[config.mk]
export PLATFORM = sky130hd
export DESIGN_NAME = vga_timing_gen
export DESIGN_NICKNAME = d
export VERILOG_FILES = /design/src/rtl/vga_timing_gen.sv
export SDC_FILE = /design/constraint.sdc
export NUM_CORES = 1
export LEC_CHECK = 0
export CORE_ASPECT_RATIO = 0.8
export CORE_MARGIN = 2
export CORE_UTILIZATION = 50
export DETAILED_ROUTE_END_ITERATION = 6
export GPL_TIMING_DRIVEN = 0
export PLACE_DENSITY_LB_ADDON = 0.12
export SLEW_MARGIN = 30
export SYNTH_ARGS = -nofsm -noshare
export SYNTH_HDL_FRONTEND = slang
export SYNTH_SLANG_ARGS = --single-unit
[constraint.sdc]
create_clock -name clk -period 2.6 [get_ports clk]
set_input_delay 0.39 -clock clk [delete_from_list [all_inputs] [get_ports clk]]
set_output_delay 0.39 -clock clk [all_outputs]
set_load 0.01 [all_outputs]
[src/rtl/vga_timing_gen.sv]
// Parameterised VGA raster timing generator: pixel/line counters with registered,
// mutually aligned region flags, polarity-applied syncs, display enable and start strobes.
module vga_timing_gen #(
  parameter int unsigned H_VISIBLE = 800,
  parameter int unsigned H_FRONT   = 40,
  parameter int unsigned H_SYNC    = 128,
  parameter int unsigned H_BACK    = 88,
  parameter int unsigned V_VISIBLE = 600,
  parameter int unsigned V_FRONT   = 1,
  parameter int unsigned V_SYNC    = 4,
  parameter int unsigned V_BACK    = 23,
  parameter bit          HSYNC_POL = 1'b1,
  parameter bit          VSYNC_POL = 1'b1,
  parameter int unsigned HW        = 11,
  parameter int unsigned VW        = 10
) (
  input  logic          clk,
  input  logic          reset,
  input  logic          ce,
  output logic [HW-1:0] hcount,
  output logic [VW-1:0] vcount,
  output logic          h_visible_area,
  output logic          h_front_porch,
  output logic          h_sync_pulse,
  output logic          h_back_porch,
  output logic          v_visible_area,
  output logic          v_front_porch,
  output logic          v_sync_pulse,
  output logic          v_back_porch,
  output logic          hsync,
  output logic          vsync,
  output logic          de,
  output logic          line_start,
  output logic          frame_start
);

  localparam int unsigned H_TOTAL = H_VISIBLE + H_FRONT + H_SYNC + H_BACK;
  localparam int unsigned V_TOTAL = V_VISIBLE + V_FRONT + V_SYNC + V_BACK;

  // Region start columns/lines; all are strictly below the totals so they fit HW/VW.
  localparam logic [HW-1:0] H_LAST     = HW'(H_TOTAL - 1);
  localparam logic [HW-1:0] H_FP_START = HW'(H_VISIBLE);
  localparam logic [HW-1:0] H_SP_START = HW'(H_VISIBLE + H_FRONT);
  localparam logic [HW-1:0] H_BP_START = HW'(H_VISIBLE + H_FRONT + H_SYNC);
  localparam logic [VW-1:0] V_LAST     = VW'(V_TOTAL - 1);
  localparam logic [VW-1:0] V_FP_START = VW'(V_VISIBLE);
  localparam logic [VW-1:0] V_SP_START = VW'(V_VISIBLE + V_FRONT);
  localparam logic [VW-1:0] V_BP_START = VW'(V_VISIBLE + V_FRONT + V_SYNC);

  if (H_VISIBLE < 1 || H_FRONT < 1 || H_SYNC < 1 || H_BACK < 1 ||
      V_VISIBLE < 1 || V_FRONT < 1 || V_SYNC < 1 || V_BACK < 1 ||
      64'(H_TOTAL) > (64'd1 << HW) || 64'(V_TOTAL) > (64'd1 << VW)) begin : g_bad_params
    $error("vga_timing_gen: illegal region sizes or counter widths");
  end

  logic [HW-1:0] h_next;
  logic [VW-1:0] v_next;
  logic          line_wrap;
  logic          frame_wrap;
  logic          h_vis_next, h_fp_next, h_sp_next, h_bp_next;
  logic          v_vis_next, v_fp_next, v_sp_next, v_bp_next;

  // Next counter values; the wrap is detected before incrementing so no overflow occurs.
  always_comb begin
    h_next     = hcount;
    v_next     = vcount;
    line_wrap  = 1'b0;
    frame_wrap = 1'b0;
    if (ce) begin
      if (hcount == H_LAST) begin
        h_next    = '0;
        line_wrap = 1'b1;
        if (vcount == V_LAST) begin
          v_next     = '0;
          frame_wrap = 1'b1;
        end else begin
          v_next = vcount + VW'(1);
        end
      end else begin
        h_next = hcount + HW'(1);
      end
    end
  end

  // Flags decode the next position so they register in step with the counters.
  always_comb begin
    h_vis_next = (h_next < H_FP_START);
    h_fp_next  = (h_next >= H_FP_START) && (h_next < H_SP_START);
    h_sp_next  = (h_next >= H_SP_START) && (h_next < H_BP_START);
    h_bp_next  = (h_next >= H_BP_START);
    v_vis_next = (v_next < V_FP_START);
    v_fp_next  = (v_next >= V_FP_START) && (v_next < V_SP_START);
    v_sp_next  = (v_next >= V_SP_START) && (v_next < V_BP_START);
    v_bp_next  = (v_next >= V_BP_START);
  end

  // Reset parks the raster on the last pixel so the first enabled edge lands on (0,0).
  always_ff @(posedge clk or negedge reset) begin
    if (!reset) begin
      hcount         <= H_LAST;
      vcount         <= V_LAST;
      h_visible_area <= 1'b0;
      h_front_porch  <= 1'b0;
      h_sync_pulse   <= 1'b0;
      h_back_porch   <= 1'b1;
      v_visible_area <= 1'b0;
      v_front_porch  <= 1'b0;
      v_sync_pulse   <= 1'b0;
      v_back_porch   <= 1'b1;
      hsync          <= ~HSYNC_POL;
      vsync          <= ~VSYNC_POL;
      de             <= 1'b0;
      line_start     <= 1'b0;
      frame_start    <= 1'b0;
    end else begin
      hcount         <= h_next;
      vcount         <= v_next;
      h_visible_area <= h_vis_next;
      h_front_porch  <= h_fp_next;
      h_sync_pulse   <= h_sp_next;
      h_back_porch   <= h_bp_next;
      v_visible_area <= v_vis_next;
      v_front_porch  <= v_fp_next;
      v_sync_pulse   <= v_sp_next;
      v_back_porch   <= v_bp_next;
      hsync          <= h_sp_next ? HSYNC_POL : ~HSYNC_POL;
      vsync          <= v_sp_next ? VSYNC_POL : ~VSYNC_POL;
      de             <= h_vis_next & v_vis_next;
      line_start     <= line_wrap;
      frame_start    <= frame_wrap;
    end
  end

endmodule

# Word-level counts from Yosys, hierarchy flattened
# Cells that the tools add are included.
# W data, S select, Z words.
[op_classes]
add_sub_neg = 2
n_lt_le_gt_ge = 12
n_eq_ne = 2
n_mux = 12
bitwise = 1
n_reduce_logical = 4
[ops]
columns = ["operator", "count"]
rows = [
  ["$ge A11 B10 Y1 const B", 3],
  ["$lt A11 B10 Y1 const B", 3],
  ["$ge A10 B10 Y1 const B", 3],
  ["$lt A10 B10 Y1 const B", 3],
  ["$mux W10", 3],
  ["$mux W11", 2],
  ["$add A11 B1 Y11 const B", 1],
  ["$eq A11 B11 Y1 const B", 1],
  ["$add A10 B1 Y10 const B", 1],
  ["$eq A10 B10 Y1 const B", 1],
  ["$mux W1", 7],
  ["$logic_and A1 B1 Y1", 4],
  ["$and A1 B1 Y1", 1],
]
[word_totals]
reg_bits = 34
in_bits = 3
out_inout_bits = 34
elab_cells = 48

# Depth between registers and ports, before layout
[logic_depth]
ltp_word = 7
ltp_mapped = 9
mapped_depth_nobuf = 8

# Worst setup path before layout
# No wires, ideal clock.
[synth_path]
path_kind = "flip-flop to flip-flop"
startpoint = "reg hcount[0]"
endpoint = "reg v_back_porch"
setup_time_ns = 0.077
t_arrival_ns = 2.323
required_time_ns = 2.523
setup_slack_ns = 0.200
stages_incl_launch_ff = 9
n_path_buf = 1
synth_period_minus_slack_ns = 2.400
cell_sequence = "dfstp_2 -> ha_1 -> nand2_1 -> or4_4 -> buf_6 -> or3_4 -> a21oi_4 -> nor3_1 -> o21a_1"
[synth_between]
elab_chain_len = 4
[synth_rtl]
columns = ["item", "line", "source"]
rows = [
  ["from (decl)", "20", "output logic [HW-1:0] hcount,"],
  ["from (signal assigned)", "116", "hcount <= h_next;"],
  ["$eq A11 B11 Y1", "70", "if (hcount == H_LAST) begin"],
  ["$mux W10", "70", ""],
  ["$mux W10", "69", "if (ce) begin"],
  ["$ge A10 B10 Y1", "94", "v_bp_next = (v_next >= V_BP_START);"],
  ["named net v_bp_next", "61", "logic v_vis_next, v_fp_next, v_sp_next, v_bp_next;"],
  ["to (signal assigned)", "125", "v_back_porch <= v_bp_next;"],
  ["to (decl)", "29", "output logic v_back_porch,"],
]
# The timed path passes the listed nets, and every way through them passes these cells.

# Worst setup path in the final report
# Same ends and word-level chain as after synthesis.

==> metrics.log <==
INFO  metric grt_first_pass_wirelength = ~6600 um
INFO  metric tritoncts_clock_tree = done
INFO  metric layout_setup_ws = approximately 0.10 ns
INFO  metric wl_met1 = about 1900 um
INFO  metric total_power = 1.314 mW
INFO  metric cp_cell_sequence = ha_2 -> nand2_2 -> or4_4 -> buf_6 -> or3_4 -> a21oi_4 -> nor3_1 -> o21a_1
INFO  metric grt.overflow.total = 0
INFO  metric dp_hpwl = ~2800 um
INFO  metric ys_types = 51
INFO  metric grt_antenna_before_repair = 0
INFO  metric routed_wire_length_per_instance = 14.64 um
INFO  metric worst-path-buf-inv = 1
INFO  metric commonest_non_fill_non_tap_cell_in_the_layout = clkdlybuf4s50_1
INFO  metric insertion_delay = 0.28 ns
INFO  metric crit_path_max_incr_delay = ~0.57 ns
INFO  metric register_area = roughly 820 um2
INFO  metric hold_violations = 0
INFO  metric power.leakage = approximately 0.94 nW
INFO  metric clock_sinks = 32
INFO  metric post-route-drc-count = 0
INFO  metric max_slew.worst_pin.slew = 0.6753 ns
INFO  metric worst-path-max-fanout = 10
INFO  metric cts_buffers = 5
INFO  metric area_growth = 30.89%
INFO  metric drv.max_cap_violation_count = 0
INFO  metric p_per_area = between 500 and 600 nW/um2
INFO  metric dr_top_layer = met4
INFO  metric die_area = between 3000 and 4000 um2
INFO  metric fraction_of_layout_instances_using_a_drive_strength_above_1 = 0.1894
INFO  metric timing_max_transition_violations_final = 0
INFO  metric core-area = about 3400 um2
INFO  metric dr_total_vias = around 1,500
INFO  metric critical_path_class = reg -> reg
INFO  metric via_per_inst = ~5.7
INFO  metric syn_inst = 183
INFO  metric worstHoldPathType = in -> async
INFO  metric ys_warn_count = 0
INFO  metric timing.critical_path.required = 2.81 ns
INFO  metric rows = 19
INFO  metric post_synth_instance_area = roughly 1700 um2
INFO  metric start_util = 0.5159
INFO  metric arrival = around 2.7 ns
INFO  metric layout_common_cells = clkdlybuf4s50_1 (34), nand2_1 (18), dfrtp_1 (18)
INFO  metric synth_top_flop_cell = dfrtp_1
INFO  metric synth-async-reset-ratio = 1.000
INFO  metric timing.critical_path.to_type = flip-flop
INFO  metric critical_path.startpoint_type = flip-flop
INFO  metric yosys_register_bits = 32
INFO  metric timing.final.crit_share = 0.9617
INFO  metric syn-num-nets = 188
INFO  metric dieWidth = roughly 70 um
INFO  metric multi_input_logic_area = approximately 850 um2
INFO  metric report.final.setup_viol = 0
INFO  metric wl_met3 = ~250 um
INFO  metric worst_path_max_delay_cell = dfstp_2
INFO  metric drt_first_iter_violations = between 80 and 90
INFO  metric cts_max_path_buffers = 2
INFO  metric floorplan.io_pins = 37
INFO  metric antenna_left = 0
INFO  metric post_synth.cell_area_avg = around 9.5 um2
INFO  metric grt_max_degree = 33
INFO  metric global_route.usage.total = 0.2141
INFO  metric fill_cells = 253
INFO  metric final.setup_skew = 0.005651 ns
INFO  metric synth-edff-count = 0
INFO  metric relSlewSlack = 0.5498
INFO  metric period_needed = 2.500 ns
INFO  metric met2RoutedLength = approximately 1700 um
INFO  metric via_count_of_the_first_global_routing_pass = ~1,400
INFO  metric clockRootBuffer = clkbuf_8
INFO  metric detailedPlace.worstSlack = approximately 0.051 ns
INFO  metric antenna_cells = 0
INFO  metric ir_worst_vdd = between 0.0004 and 0.0005 V
INFO  metric critPathTopFamily = simple AND/OR/NAND/NOR gates
INFO  metric final_stage_net_count = ~230
INFO  metric die_y = between 50 and 60 um
INFO  metric synth_sequential_area_ratio = 0.4698
INFO  metric drt_first_pass_iters = 4
INFO  metric place.gp.congestion = 0.7935
INFO  metric fmax = ~0.4 GHz
INFO  metric run_status = finished clean
INFO  metric port_buffers = 35
INFO  metric wl = ~3900 um
INFO  metric clk_transition_reported_paths = ~0.07 ns
INFO  metric htree_num_levels = 2
[sequential cells by signal, summed over array words and instances (netlist names)]
name,flops
hcount,11
line_start,1
h_sync_pulse,1
v_sync_pulse,1
v_front_porch,1
h_front_porch,1
v_back_porch,1
vcount,10
h_back_porch,1
de,1
v_visible_area,1
h_visible_area,1
frame_start,1
[metrics by stage]
step / utilization / cells / TNS [ns] / instance area [um2] / hold WS [ns]
after floorplan: - / 183 / 0 / 1742 / 0.09441
after CTS: 0.6657 / 268 / 0 / 2247 / 0.1708
after global routing: 0.6753 / 269 / -0.02506 / 2280 / 0.2142
after detailed placement: 0.6338 / 260 / 0 / 2140 / 0.4712
after global placement: 0.6353 / 260 / 0 / 2145 / 0.4900
final: 0.6753 / 269 / 0 / 2280 / 0.1433
[cells by family after synthesis]
kind of cell,share of synthesized area
compound gates,0.1559
xor+xnor,0.06034
fa+ha+maj,0.01437
buf+inv,0.05387
flops,0.4698
mux,0.01149
simple gates,0.2342
[final timing paths]
check	start	endpoint	slack (ns)	depth (start not counted)
max	hcount[0]$_DFF_PN1_	v_back_porch$_DFF_PN1_	0.1	8
min	reset	hcount[7]$_DFF_PN0_	0.14	1
max reg2reg	hcount[0]$_DFF_PN1_	v_back_porch$_DFF_PN1_	0.1	8
min reg2reg	hcount[1]$_DFF_PN1_	hcount[1]$_DFF_PN1_	0.51	2
max in group asynchronous	reset	vcount[7]$_DFF_PN0_	2.02	1
min in group clk	ce	hcount[0]$_DFF_PN1_	0.46	3
[layer usage]
metal	vias to the layer above	GRT usage
met1	719	0.3097
met4	0	0.1016
li1	745	-
met3	15	0.05925
met5	-	0
met2	53	0.2966
[repair_timing]
item | CTS | global route
buffers inserted | 0 | 1
gates resized for setup | 0 | 8
hold buffers | 0 | 0
endpoints found under the hold margin | 0 | 0
setup endpoints to repair | 0 | 4
[Yosys cell counts, drive strengths merged (2+ instances only)]
cell    number  share of area
nand2       19          0.041
dfrtp       18           0.26
dfstp       14           0.21
o21ai       13          0.040
inv         12          0.026
a21oi       10          0.035
nand3       10          0.029
nor2         9          0.019
xnor2        8          0.040
nor3         7          0.020
and3         6          0.022
buf          5          0.021
nand4        4          0.014
xor2         4          0.020
a31oi        3          0.011
or3          3          0.017
a21boi       2          0.011
clkbuf       2         0.0043
ha           2          0.014
mux2i        2          0.011
nand2b       2         0.0072
nand3b       2         0.0086
nor2b        2         0.0072
nor4         2          0.011
o211ai       2         0.0086
o21a         2         0.0086
o22ai        2         0.0072
or4          2          0.011
[worst register-to-register path, cell delays in order (launching register included)]
cell,delay [ns]
dfstp_2,0.57
ha_2,0.23
nand2_2,0.09
or4_4,0.49
buf_6,0.16
or3_4,0.38
a21oi_4,0.23
nor3_1,0.10
o21a_1,0.20
[layout make-up]
type,instances,area share
Multi-Input combinational cell,131,0.3732
Sequential cell,32,0.3589
Timing Repair Buffer,36,0.1548
Clock buffer,6,0.03183
Tap cell,42,0.02305
Inverter,13,0.02250
Buffer,7,0.02031
Clock inverter,2,0.01537
[where the power goes]
part / switching, mW / total (mW) / internal (mW)
Sequential: 0.0650 / 0.626 / 0.561
Clock: 0.170 / 0.454 / 0.284
Combinational: 0.112 / 0.233 / 0.121
Total: 0.347 / 1.31 / 0.966
No activity file was read; power rests on OpenSTA's default activity.
